===== src/rtl/riscv_pkg.sv =====
// rtl/riscv_pkg.sv - shared RV32I constants for fetch, decode and the sign extender
package riscv_pkg;

   localparam int unsigned XLEN = 32;

   localparam logic [31:0] NOP_INST = 32'h0000_0013;

   localparam logic [6:0] OP_R     = 7'b0110011;
   localparam logic [6:0] OP_I     = 7'b0010011;
   localparam logic [6:0] OP_LOAD  = 7'b0000011;
   localparam logic [6:0] OP_S     = 7'b0100011;
   localparam logic [6:0] OP_B     = 7'b1100011;
   localparam logic [6:0] OP_JALR  = 7'b1100111;
   localparam logic [6:0] OP_JAL   = 7'b1101111;
   localparam logic [6:0] OP_LUI   = 7'b0110111;
   localparam logic [6:0] OP_AUIPC = 7'b0010111;

   function automatic logic [6:0] opcode_of(input logic [31:0] inst);
      return inst[6:0];
   endfunction

endpackage


===== src/rtl/fetch_fifo.sv =====
// rtl/fetch_fifo.sv - small synchronous FIFO with flush and occupancy count
module fetch_fifo #(
   parameter  int unsigned WIDTH = 32,
   parameter  int unsigned DEPTH = 2,
   localparam int unsigned AW    = (DEPTH > 1) ? $clog2(DEPTH) : 1,
   localparam int unsigned CW    = $clog2(DEPTH + 1)
) (
   input  logic             clk_i,
   input  logic             rst_ni,
   input  logic             push_i,
   input  logic             pop_i,
   input  logic             flush_i,
   input  logic [WIDTH-1:0] data_i,
   output logic [WIDTH-1:0] data_o,
   output logic [CW-1:0]    count_o
);

   logic [WIDTH-1:0] mem_q [DEPTH];
   logic [AW-1:0]    wr_q, wr_d;
   logic [AW-1:0]    rd_q, rd_d;
   logic [CW-1:0]    cnt_q, cnt_d;
   logic             push_en;
   logic             pop_en;

   function automatic logic [AW-1:0] bump(input logic [AW-1:0] p);
      return (p == AW'(DEPTH - 1)) ? '0 : p + AW'(1);
   endfunction

   // Guard against popping empty or pushing full; a pop frees the slot a push may reuse
   always_comb begin
      pop_en  = pop_i && (cnt_q != '0);
      push_en = push_i && ((cnt_q != CW'(DEPTH)) || pop_en);
      wr_d    = wr_q;
      rd_d    = rd_q;
      cnt_d   = cnt_q + CW'(push_en) - CW'(pop_en);
      if (push_en) wr_d = bump(wr_q);
      if (pop_en)  rd_d = bump(rd_q);
      if (flush_i) begin
         wr_d  = '0;
         rd_d  = '0;
         cnt_d = '0;
      end
   end

   // Pointer and occupancy registers
   always_ff @(posedge clk_i or negedge rst_ni) begin
      if (!rst_ni) begin
         wr_q  <= '0;
         rd_q  <= '0;
         cnt_q <= '0;
      end else begin
         wr_q  <= wr_d;
         rd_q  <= rd_d;
         cnt_q <= cnt_d;
      end
   end

   // Storage array; contents are only meaningful while counted as occupied
   always_ff @(posedge clk_i) begin
      if (push_en && !flush_i) mem_q[wr_q] <= data_i;
   end

   assign data_o  = mem_q[rd_q];
   assign count_o = cnt_q;

endmodule


===== src/rtl/fetch_unit.sv =====
// rtl/fetch_unit.sv - RV32I instruction fetch stage with in-order buffer and redirect flush
module fetch_unit #(
   parameter int unsigned            XLEN     = riscv_pkg::XLEN,
   parameter logic [XLEN-1:0]        RESET_PC = '0,
   parameter int unsigned            DEPTH    = 2
) (
   input  logic            clk,
   input  logic            rst_n,
   output logic            imemReqValid,
   input  logic            imemReqReady,
   output logic [XLEN-1:0] imemAddr,
   input  logic            imemRespValid,
   input  logic [31:0]     imemRespData,
   input  logic            redirectValid,
   input  logic [XLEN-1:0] redirectPc,
   input  logic            decReady,
   output logic            instValid,
   output logic [31:0]     instOut,
   output logic [6:0]      opcodeOut,
   output logic [XLEN-1:0] pcOut
);
   import riscv_pkg::*;

   localparam int unsigned CW = $clog2(DEPTH + 1);
   localparam int unsigned OW = CW + 2;
   localparam int unsigned DW = 16;
   localparam logic [OW-1:0] DEPTH_O = OW'(DEPTH);

   typedef struct packed {
      logic [XLEN-1:0] pc;
      logic [31:0]     inst;
   } fetch_entry_t;

   logic [XLEN-1:0] pc_q, pc_d;
   logic [XLEN-1:0] last_pc_q, last_pc_d;
   logic [DW-1:0]   discard_q, discard_d;
   logic [CW-1:0]   pcq_cnt, buf_cnt;
   logic [XLEN-1:0] pcq_head;
   fetch_entry_t    buf_in, buf_head;
   logic [OW-1:0]   occ;
   logic            pop, accept, resp_drop, resp_take;
   logic            unused_redirect_lsb;

   assign unused_redirect_lsb = ^redirectPc[1:0];

   // Handshake decode: pcq_cnt is the number of outstanding requests that will be kept
   always_comb begin
      pop          = instValid && decReady;
      occ          = OW'(pcq_cnt) + OW'(buf_cnt) - OW'(pop);
      imemReqValid = rst_n && !redirectValid && (occ < DEPTH_O);
      accept       = imemReqValid && imemReqReady;
      resp_drop    = imemRespValid && (discard_q != '0);
      resp_take    = imemRespValid && (discard_q == '0) && (pcq_cnt != '0);
      buf_in.pc    = pcq_head;
      buf_in.inst  = imemRespData;
   end

   // Next-state for PC, discard counter and last delivered PC; redirect overrides
   always_comb begin
      pc_d      = pc_q;
      discard_d = discard_q - DW'(resp_drop);
      last_pc_d = last_pc_q;
      if (accept) pc_d = pc_q + XLEN'(4);
      if (redirectValid) begin
         pc_d      = {redirectPc[XLEN-1:2], 2'b00};
         discard_d = discard_q + DW'(pcq_cnt) - DW'(resp_drop || resp_take);
      end
      if (pop) last_pc_d = buf_head.pc;
   end

   // State registers
   always_ff @(posedge clk or negedge rst_n) begin
      if (!rst_n) begin
         pc_q      <= RESET_PC;
         last_pc_q <= RESET_PC;
         discard_q <= '0;
      end else begin
         pc_q      <= pc_d;
         last_pc_q <= last_pc_d;
         discard_q <= discard_d;
      end
   end

   fetch_fifo #(.WIDTH(XLEN), .DEPTH(DEPTH)) u_pc_queue (
      .clk_i   (clk),
      .rst_ni  (rst_n),
      .push_i  (accept),
      .pop_i   (resp_take),
      .flush_i (redirectValid),
      .data_i  (pc_q),
      .data_o  (pcq_head),
      .count_o (pcq_cnt)
   );

   fetch_fifo #(.WIDTH(XLEN + 32), .DEPTH(DEPTH)) u_inst_buf (
      .clk_i   (clk),
      .rst_ni  (rst_n),
      .push_i  (resp_take && !redirectValid),
      .pop_i   (pop),
      .flush_i (redirectValid),
      .data_i  (buf_in),
      .data_o  (buf_head),
      .count_o (buf_cnt)
   );

   // Decode-facing outputs: head entry, or NOP with the last delivered PC when empty
   always_comb begin
      instValid = (buf_cnt != '0);
      instOut   = instValid ? buf_head.inst : NOP_INST;
      pcOut     = instValid ? buf_head.pc : last_pc_q;
      opcodeOut = opcode_of(instOut);
      imemAddr  = pc_q;
   end

   // A response with nothing outstanding and nothing to discard is a memory protocol error
   assert property (@(posedge clk) disable iff (!rst_n)
                    imemRespValid |-> ((pcq_cnt != '0) || (discard_q != '0)));

endmodule

===== config.mk =====
export PLATFORM = sky130hd
export DESIGN_NAME = fetch_unit
export DESIGN_NICKNAME = d
export VERILOG_FILES = /design/src/rtl/riscv_pkg.sv /design/src/rtl/fetch_fifo.sv /design/src/rtl/fetch_unit.sv
export SDC_FILE = /design/constraint.sdc
export NUM_CORES = 1
export LEC_CHECK = 0
export CAP_MARGIN = 5
export CELL_PAD_IN_SITES_DETAIL_PLACEMENT = 0
export CELL_PAD_IN_SITES_GLOBAL_PLACEMENT = 1
export CORE_MARGIN = 3
export CORE_UTILIZATION = 36
export DETAILED_ROUTE_END_ITERATION = 7
export GPL_TIMING_DRIVEN = 0
export PLACE_DENSITY_LB_ADDON = 0.12
export RECOVER_POWER = 25
export SYNTH_ARGS = -nofsm -noshare
export SYNTH_HDL_FRONTEND = slang
export SYNTH_SLANG_ARGS = --single-unit

===== constraint.sdc =====
create_clock -name clk -period 6.2 [get_ports clk]
set_clock_uncertainty 0.15 [all_clocks]
set_input_delay 0.93 -clock clk [delete_from_list [all_inputs] [get_ports clk]]
set_output_delay 0.93 -clock clk [all_outputs]
set_load 0.1 [all_outputs]

**Yosys cells after proc, flatten, opt, wreduce, memory -nomap -nowiden**

Memory sizes are Yosys's and may differ from the RTL's.
Index checks and enable logic that the tools add are counted.

- Bits in registers: 88
- Bits in latches: 0
- Memory bits (writable): 192
- ROM bits: 0
- Input port bits: 70
- Output and inout bits: 105
- Memories kept: 2

- Add/sub/neg operators: 14
- Multiply operators: 0
- Div/mod/pow operators: 0
- $lt $le $gt $ge: 1
- Equal/unequal tests: 2
- Shifts and indexed selects: 0
- Multiplexer cells: 23
- Bitwise operators: 0
- Reduce and logical (&&, ||, !) cells: 27

Memory list:

| memory | words | width | rd ports | clocked after memory_dff | wr ports | line | RTL |
|---|---|---|---|---|---|---|---|
| u_inst_buf.mem_q | 2 | 64 | 1 | 0 | 1 | fetch_fifo.sv:18 | `logic [WIDTH-1:0] mem_q [DEPTH];` |
| u_pc_queue.mem_q | 2 | 32 | 1 | 0 | 1 | fetch_fifo.sv:18 |  |

Operator list:

| cell | number |
|---|---|
| $mux 32 | 4 |
| $add 32x3->32 const B | 1 |
| $sub 16x1->16 | 2 |
| $add 16x2->16 | 1 |
| $logic_not 16->1 | 1 |
| $mux 1 | 16 |
| $mux 16 | 1 |
| $reduce_bool 16->1 | 1 |
| $logic_and 1x1->1 | 14 |
| $reduce_bool 2->1 | 7 |
| $add 1x1->1 const B | 4 |
| $add 2x1->2 | 2 |
| $lt 4x2->1 const B | 1 |
| $mux 2 | 2 |
| $ne 2x2->1 const B | 2 |
| $sub 2x1->2 | 2 |
| $sub 3x1->4 | 1 |
| $add 2x2->3 | 1 |
| $logic_or 1x1->1 | 3 |
| $logic_not 1->1 | 1 |

**Logic depth before layout (Yosys ltp)**

Gate-level depths: netlist of run 1.

- Depth after elaboration: 10
- Mapped depth: 18

**By module**

A second synthesis of run 1 with hierarchy kept.

- Cells, all modules: 965
- Area, all modules: 13188.9 µm²

Modules (own cells, without submodules):

| module | instances | cells an instance | area an instance (µm²) |
|---|---|---|---|
| fetch_unit | 1 | 624 | 5776.8 |
| fetch_fifo at u_inst_buf | 1 | 220 | 4870.9 |
| fetch_fifo at u_pc_queue | 1 | 121 | 2541.2 |

**Worst setup path before layout of run 1**

OpenSTA, ideal clock, no wires.

- Path kind: input to register
- From: input redirectValid
- To: memory u_inst_buf.mem_q[0][0] (netlist bit) (enable)
- Setup time: 0.559 ns
- Arrival: 5.754 ns
- Data required time: 5.491 ns
- Setup slack: -0.262 ns
- Cell stages on the path: 4
- Buffers on the path: 3
- Cells stage by stage: buf_2 > clkbuf_1 > buf_1 > nor3_1

- Longest elaborated chain between the ends: 6

Ends and longest elaborated chain:

| item | line | RTL |
|---|---|---|
| from (decl) | fetch_unit.sv:14 | `input logic redirectValid,` |
| $logic_not 1->1 (*) | fetch_fifo.sv:60, fetch_unit.sv:98 |  |
| $logic_and 1x1->1 | fetch_unit.sv:98 | `.push_i (resp_take && !redirectValid),` |
| $logic_and 1x1->1 | fetch_fifo.sv:32 | `push_en = push_i && ((cnt_q != CW'(DEPTH)) \|\| pop_en);` |
| $logic_and 1x1->1 (*) | fetch_fifo.sv:60 | `if (push_en && !flush_i) mem_q[wr_q] <= data_i;` |
| $mux 1 (*) | fetch_fifo.sv:60 |  |
| $mux 1 (implied by the code) (*) | fetch_fifo.sv:60 |  |
| to (decl) | fetch_fifo.sv:18 |  |

Every way passes the cells marked *; elsewhere a longest branch is shown, timed or not.

**Final worst setup path of run 1**

- From: input decReady
- To: output imemReqValid

- Longest elaborated chain between the ends: 4

Ends and longest elaborated chain:

| item | line | RTL |
|---|---|---|
| from (decl) | fetch_unit.sv:16 | `input logic decReady,` |
| $logic_and 1x1->1 | fetch_unit.sv:48 | `pop = instValid && decReady;` |
| net pop | fetch_unit.sv:41 | `logic pop, accept, resp_drop, resp_take;` |
| $sub 3x1->4 | fetch_unit.sv:49 | `occ = OW'(pcq_cnt) + OW'(buf_cnt) - OW'(pop);` |
| $lt 4x2->1 | fetch_unit.sv:50 | `imemReqValid = rst_n && !redirectValid && (occ < DEPTH_O);` |
| $logic_and 1x1->1 | fetch_unit.sv:50 |  |
| to (decl) | fetch_unit.sv:9 | `output logic imemReqValid,` |

The timed path passes the listed nets, and every way through them passes these cells.

==> results.py, run 1 <==
metrics = {
    "yosys": {
        "yosysSeqAreaShare_pct": 61.50,
        "synth_edf_count": 184,
        "yosysMostFrequentCell": "edfxtp_1",
        "synthCells": 1005,
        "ys_async_sr_fraction_pct": 31.34,
        "yosys_register_bits": 268,
        "synth_top_area_share_pct": 44.55,
        "synthTopCellsByArea": "edfxtp_1 45%, dfrtp_1 17%, mux2i_1 5.4%",
        "synth_top_cell_by_area": "edfxtp_1",
        "ys_warn_count": 0,
        "yosysUniqueCellTypes": 72,
        "ys_dominant_reg_cell": "edfxtp_1",
        "synth_common_cells": "184 x edfxtp_1, 102 x nor2_1, 90 x nand2_1",
        "syn_area_um2": 12400,
        "avgSynthCellArea_um2": 12.34,
    },
    "sta": {
        "post-route-period-util_pct": 95.70,
        "setup_viol": 0,
        "min_period_ps": 5934,
        "worstMarginPinSlew_ps": 2183,
        "fmax_mhz": 168.5,
        "max_slew_margin_pct": -45.50,
        "hold_viol_final": 0,
        "fin_ws_ps": 266.4,
        "final-max-slew-violation-count": 32,
        "rsz0062_at_grt": "false",
    },
    "critical_path": {
        "cp.arrival_ps": 4850,
        "required_ps": 5120,
        "slowest_stage": "dlygate4sd2_1",
        "rrSetupSlack_ps": 920,
        "timing.rr.start": "u_inst_buf.count_o[0]$_DFF_PN0_",
        "path_cells": "clkdlybuf4s50_1 > nand2_1 > clkbuf_1 > inv_1 > ha_1 > inv_1 > nand2_1 > fa_1 > nand3b_4 > a311oi_4 > dlygate4sd2_1",
        "crit_buf_inv": 5,
        "cpPeakStageDelay_ps": 920,
        "cp-end-kind": "output pin",
        "path_max_fanout": 10,
        "worstReg2RegEnd": "u_pc_queue.mem_q[0][2]$_DFFE_PP_",
        "cpLargestDelayFamily": "buffers and inverters",
        "crit_path_start_kind": "input pin",
        "critPathKind": "input pin to output pin",
        "reg2reg_depth": 14,
    },
    "power": {
        "seqPwrFrac_pct": 28.2,
        "p_sw_w": 0.003670,
        "switching_share_pct": 44.65,
        "clkPwrFrac_pct": 24.1,
        "p_leak_nw": 5.874,
        "ir_drop_v": 0.0002295,
        "p_per_area_nw_per_um2": 516.4,
        "intPower_w": 0.004548,
        "p_comb_share_pct": 47.7,
    },
    "detailed_routing": {
        "drc": 0,
        "drt_iter0_drc": 484,
        "drt_pre_antenna_iters": 5,
        "num_vias": 8132,
        "post_drt_wl_per_cell_um": 18.19,
        "drt-total-wl_um": 30620,
        "vias_per_cell": 4.832,
        "drt.antenna.violating_nets": 0,
    },
    "die": {
        "rows": 67,
        "dieArea_um2": 36720,
        "die_w_um": 191.6,
        "core-area_um2": 33780,
        "die_h_um": 191.6,
        "pin_count": 175,
        "start_util_pct": 36.71,
    },
    "layout": {
        "layout.nets": 1330,
        "diodes": 0,
        "layoutNonFillerInstCount": 1683,
        "fillers": 3120,
        "syn_to_final_growth_pct": 28.32,
        "drive_above_1_share_pct": 9.879,
    },
    "global_route": {
        "grt_pass1_vias": 8259,
        "grt_overflow": 0,
        "antenna_found_initial": 0,
        "grt_usage_pct": 16.71,
        "grt_max_degree": 63,
        "grt_pass1_wl_um": 47790,
    },
    "placed_design": {
        "port_buffers": 167,
        "dp_slack_ps": -141.4,
        "place.gp.congestion": 0.7970,
        "dp_hpwl_um": 22100,
        "place_inst": 1629,
    },
    "clock_network": {
        "cts_buffers": 29,
        "cts_tree": "yes",
        "post_cts_buffers": 0,
        "cts_hold_buf": 0,
        "cts_htree_levels": 1,
        "insertion_delay_ps": 550,
        "cts_root_buffer": "clkbuf_16",
        "cts_buffer_depth": 3,
        "cts_sinks": 268,
        "clk_pin_slew_worst_paths_ps": 60,
    },
    "worst_hold_path": {
        "hold_path_class": "flip-flop to flip-flop",
        "whs_endpoint": "last_pc_q[9]$_DFFE_PN0P_",
        "hold_path_depth": 2,
        "min_from": "last_pc_q[9]$_DFFE_PN0P_",
    },
    "status": {
        "violations": "max-capacitance violations, max-slew violations",
        "status": "finished, violations left",
    },
    "flow_run": {
        "drv_cap": 1,
    },
}
## stage by stage
stage | total power [W] | hold slack (ps) | cell area, µm² | setup TNS (ps) | util [%]
2_1_floorplan | 0.005363 | 300.5 | 12420 | 0 | -
3_3_place_gp | 0.006285 | 312.0 | 14650 | -219720 | 43.37
3_5_place_dp | 0.006298 | 320.7 | 14800 | -141.4 | 43.81
4_1_cts | 0.008307 | 198.1 | 15920 | 0 | 47.12
5_1_grt | 0.008661 | 352.5 | 15920 | 0 | 47.11
6_report | 0.008218 | 327.3 | 15920 | 0 | 47.11
## power groups by stage
stage	combinational, W	sequential [W]	clock (W)
after floorplan	0.00288	0.00248	0
after global placement	0.00394	0.00235	0
after detailed placement	0.00394	0.00236	0
after CTS	0.00395	0.00232	0.00203
after global routing	0.00421	0.00235	0.00211
final	0.00392	0.00232	0.00198
## timing repair
| item | CTS | global route |
|---|---|---|
| resized for setup | 1 | 0 |
| endpoints found under the setup margin | 1 | 0 |
| hold endpoints to repair | 0 | 0 |
## layout by cell type (no fill, tap or decap), types with 8 or more instances in the layout
| cell type | count |
|---|---|
| clkdlybuf4s50_1 | 133 |
| nand4_1 | 12 |
| a21oi_1 | 47 |
| edfxtp_1 | 184 |
| ha_1 | 46 |
| dlygate4sd3_1 | 32 |
| clkbuf_16 | 29 |
| buf_4 | 14 |
| mux2i_1 | 67 |
| dfrtp_1 | 84 |
| nand3_1 | 15 |
| nor3_1 | 8 |
| mux2_2 | 30 |
| buf_1 | 15 |
| clkbuf_1 | 29 |
| nand2_1 | 90 |
| nor2_1 | 100 |
| inv_1 | 44 |
| xor2_1 | 16 |
| bufinv_16 | 9 |
| o21ai_1 | 16 |
| and3_1 | 12 |
| xnor2_1 | 33 |
| o21ai_0 | 53 |
## tightest hold or removal path: stages (launching register included)
cell	delay (ps)
dfrtp_1	340
nand2_1	40
o21ai_0	60
## state kept, by name, indices dropped and copies added, names as in the netlist
name	cells
u_pc_queue.wr_q	1
u_pc_queue.mem_q	60
u_inst_buf.wr_q	1
u_pc_queue.count_o	2
u_inst_buf.mem_q	124
last_pc_q	30
u_inst_buf.count_o	2
u_pc_queue.rd_q	1
imemAddr	30
discard_q	16
u_inst_buf.rd_q	1
## metal layers
layer  up-vias  part of all wire (%)  track usage (%)
met5         -                     0                0
met4         0                   1.7            3.641
met3        35                   5.2            2.738
met2       187                    46            27.30
met1      3906                    47            23.58
li1       4004                     -                -
## layout make-up
class	instances	area [µm²]	share of cell area (%)
repair buffers	173	1792	11.26
plain buffers	56	265.3	1.667
well taps	448	560.5	3.522
clock buffers	35	778.2	4.890
inverters	45	168.9	1.061
clock inverters	19	341.6	2.146
flip-flops and latches	268	7627	47.92
multi-input cells	639	4382	27.53
## worst max-delay path by stage
stage,from,to,cells after the start,slack (ps)
after floorplan,decReady,u_pc_queue.mem_q[0][10]$_DFFE_PP_,12,250
after global placement,rst_n,u_pc_queue.mem_q[1][17]$_DFFE_PP_,6,-2740
after detailed placement,decReady,imemReqValid,11,-140
after CTS,decReady,imemReqValid,11,170
after global routing,u_inst_buf.count_o[1]$_DFF_PN0_,imemReqValid,12,40
final,decReady,imemReqValid,11,270
## cell families after synthesis
| family | count (synthesis) | share of synthesized area, % |
|---|---|---|
| multiplexers | 98 | 8.221 |
| buffers and inverters | 101 | 3.500 |
| other | 1 | 0.03023 |
| adder cells (fa/ha/maj) | 48 | 4.963 |
| XOR/XNOR | 49 | 3.460 |
| AND/OR/NAND/NOR | 273 | 10.01 |
| flip-flops | 268 | 61.50 |
| AO/OA/AOI/OAI | 167 | 8.323 |
Note: power is estimated with default switching activity, not from simulation.
==> run 2, diff against run 1 <==
Settings changed: MAX_ROUTING_LAYER set to met4.
==> results.py, run 2 (synthesis gave the netlist of run 1 again) <==
metrics = {
    "clock_network": {
        "cts_buffer_depth": 3,
        "cts_buffers": 29,
        "cts_tree": "yes",
        "cts_htree_levels": 1,
        "insertion_delay_ps": 550,
        "cts_sinks": 268,
        "cts_root_buffer": "clkbuf_16",
        "clk_pin_slew_worst_paths_ps": 60,
    },
    "detailed_routing": {
        "met3RoutedLength_um": 1387,
        "drt_iter0_drc": 483,
        "drt_pre_antenna_iters": 4,
        "drt.antenna.violating_nets": 0,
        "vias_per_cell": 4.836,
        "routed.top_layer": "met4",
        "met1_length_um": 14590,
        "drt-total-wl_um": 30690,
        "drc": 0,
        "wl_met2_um": 14180,
        "num_vias": 8139,
        "post_drt_wl_per_cell_um": 18.23,
    },
    "flow_run": {
        "drv_cap": 1,
    },
    "global_route": {
        "grt_pass1_wl_um": 47820,
        "grt_overflow": 0,
        "antenna_found_initial": 0,
        "grt_usage_pct": 17.23,
        "grt_max_degree": 63,
        "grt_pass1_vias": 8242,
    },
    "sta": {
        "post-route-period-util_pct": 95.62,
        "hold_viol_final": 0,
        "rsz0062_at_grt": "false",
        "setup_viol": 0,
        "worstMarginPinSlew_ps": 2164,
        "tns_ps": 0,
        "min_period_ps": 5928,
        "fmax_mhz": 168.7,
        "max_slew_margin_pct": -44.26,
        "final-max-slew-violation-count": 32,
    },
    "layout": {
        "postLayoutCellArea_um2": 15920,
        "reg_top3": "u_inst_buf.mem_q: 124 flops, u_pc_queue.mem_q: 60 flops",
        "layout.nets": 1330,
        "largest_reg_flops": 124,
        "layoutNonFillerInstCount": 1683,
        "mostFrequentLayoutCells": "184 x edfxtp_1, 133 x clkdlybuf4s50_1, 100 x nor2_1",
        "final_common_cell": "edfxtp_1",
        "syn_to_final_growth_pct": 28.32,
        "drive_above_1_share_pct": 9.879,
        "diodes": 0,
        "top_register": "u_inst_buf.mem_q",
    },
    "critical_path": {
        "critPathKind": "input pin to output pin",
        "timing.rr.start": "u_inst_buf.count_o[0]$_DFF_PN0_",
        "cp.arrival_ps": 4850,
        "cpPeakStageDelay_ps": 920,
        "path_cells": "clkdlybuf4s50_1 > nand2_1 > clkbuf_1 > inv_1 > ha_1 > inv_1 > nand2_1 > fa_1 > nand3b_4 > a311oi_4 > dlygate4sd2_1",
        "rrSetupSlack_ps": 950,
        "slowest_stage": "dlygate4sd2_1",
        "crit_path_start_kind": "input pin",
        "required_ps": 5120,
        "startpoint": "decReady",
        "cp-end-kind": "output pin",
        "worstReg2RegEnd": "u_pc_queue.mem_q[1][12]$_DFFE_PP_",
        "worstSetupEndpoint": "imemReqValid",
        "reg2reg_depth": 14,
        "path_max_fanout": 10,
    },
    "power": {
        "p_total_w": 0.008219,
        "ir_drop_v": 0.0002297,
        "p_leak_nw": 5.874,
        "p_per_area_nw_per_um2": 516.4,
    },
    "placed_design": {
        "place_area_um2": 14800,
        "port_buffers": 167,
        "place_inst": 1629,
        "dp_hpwl_um": 22100,
        "place.gp.congestion": 0.8084,
    },
    "die": {
        "die_h_um": 191.6,
        "dieArea_um2": 36720,
        "pin_count": 175,
        "die_w_um": 191.6,
        "rows": 67,
        "start_util_pct": 36.71,
        "core-area_um2": 33780,
    },
    "worst_hold_path": {
        "hold_path_class": "flip-flop to flip-flop",
        "hold_path_depth": 2,
    },
    "status": {
        "violations": "max-capacitance violations, max-slew violations",
        "status": "finished, violations left",
    },
}
==> run 2: cell counts in the layout (fill, tap and decap cells not counted) <==
Identical to the previous run, type by type.
==> run 2: timing repair <==
| action | in CTS | in global routing |
|---|---|---|
| resized for setup | 1 | 0 |
| setup buffers | 0 | 0 |
| endpoints found under the setup margin | 1 | 0 |
| hold buffers | 0 | 0 |
==> run 2: area by class of cell <==
| class | count | area [µm²] |
|---|---|---|
| Buffer | 56 | 265.3 |
| Timing Repair Buffer | 173 | 1792 |
| Clock buffer | 35 | 778.2 |
| Fill cell | 3120 | 17870 |
| Tap cell | 448 | 560.5 |
| Sequential cell | 268 | 7627 |
| Multi-Input combinational cell | 639 | 4382 |
| Inverter | 45 | 168.9 |
| Clock inverter | 19 | 341.6 |
==> run 2: worst max-delay path: cells and delay by family <==
family,cells,cell delay (ps)
buf+inv,5,2180
fa+ha+maj,2,860
compound gates,1,440
simple gates,3,430
==> run 2: layer usage <==
layer / vias up / GRT usage (%)
met2: 171 / 27.32
met4: 0 / 3.641
met1: 3932 / 23.79
li1: 4004 / -
met5: - / -
met3: 32 / 2.500
==> run 2: how the worst min path moves through the flow <==
stage | from | endpoint
CTS | rst_n | last_pc_q[17]$_DFFE_PN0P_
detailed placement | last_pc_q[3]$_DFFE_PN0P_ | last_pc_q[3]$_DFFE_PN0P_
global route | last_pc_q[9]$_DFFE_PN0P_ | last_pc_q[9]$_DFFE_PN0P_
global placement | last_pc_q[9]$_DFFE_PN0P_ | last_pc_q[9]$_DFFE_PN0P_
floorplan | last_pc_q[10]$_DFFE_PN0P_ | last_pc_q[10]$_DFFE_PN0P_
finish | last_pc_q[9]$_DFFE_PN0P_ | last_pc_q[9]$_DFFE_PN0P_
==> run 2: through the flow <==
stage               hold slack [ps]  util [%]  setup slack [ps]
floorplan                     300.5         -             246.8
global placement              312.0     43.37             -2744
detailed placement            320.7     43.81            -141.4
CTS                           198.1     47.12             171.0
global route                  352.5     47.11             38.20
finish                        327.2     47.11             271.7
==> run 2: report_power, final <==
part	internal (W)	switching (W)	total (W)
clock	0.00127	0.000714	0.00198
sequential	0.00215	0.000166	0.00232
combinational	0.00112	0.00279	0.00392
==> run 3, diff against run 2 <==
Settings changed: CAP_MARGIN 5 to not set.
==> results of run 3 <==
No change in the layout: final DEF, timing and power equal those of run 2.
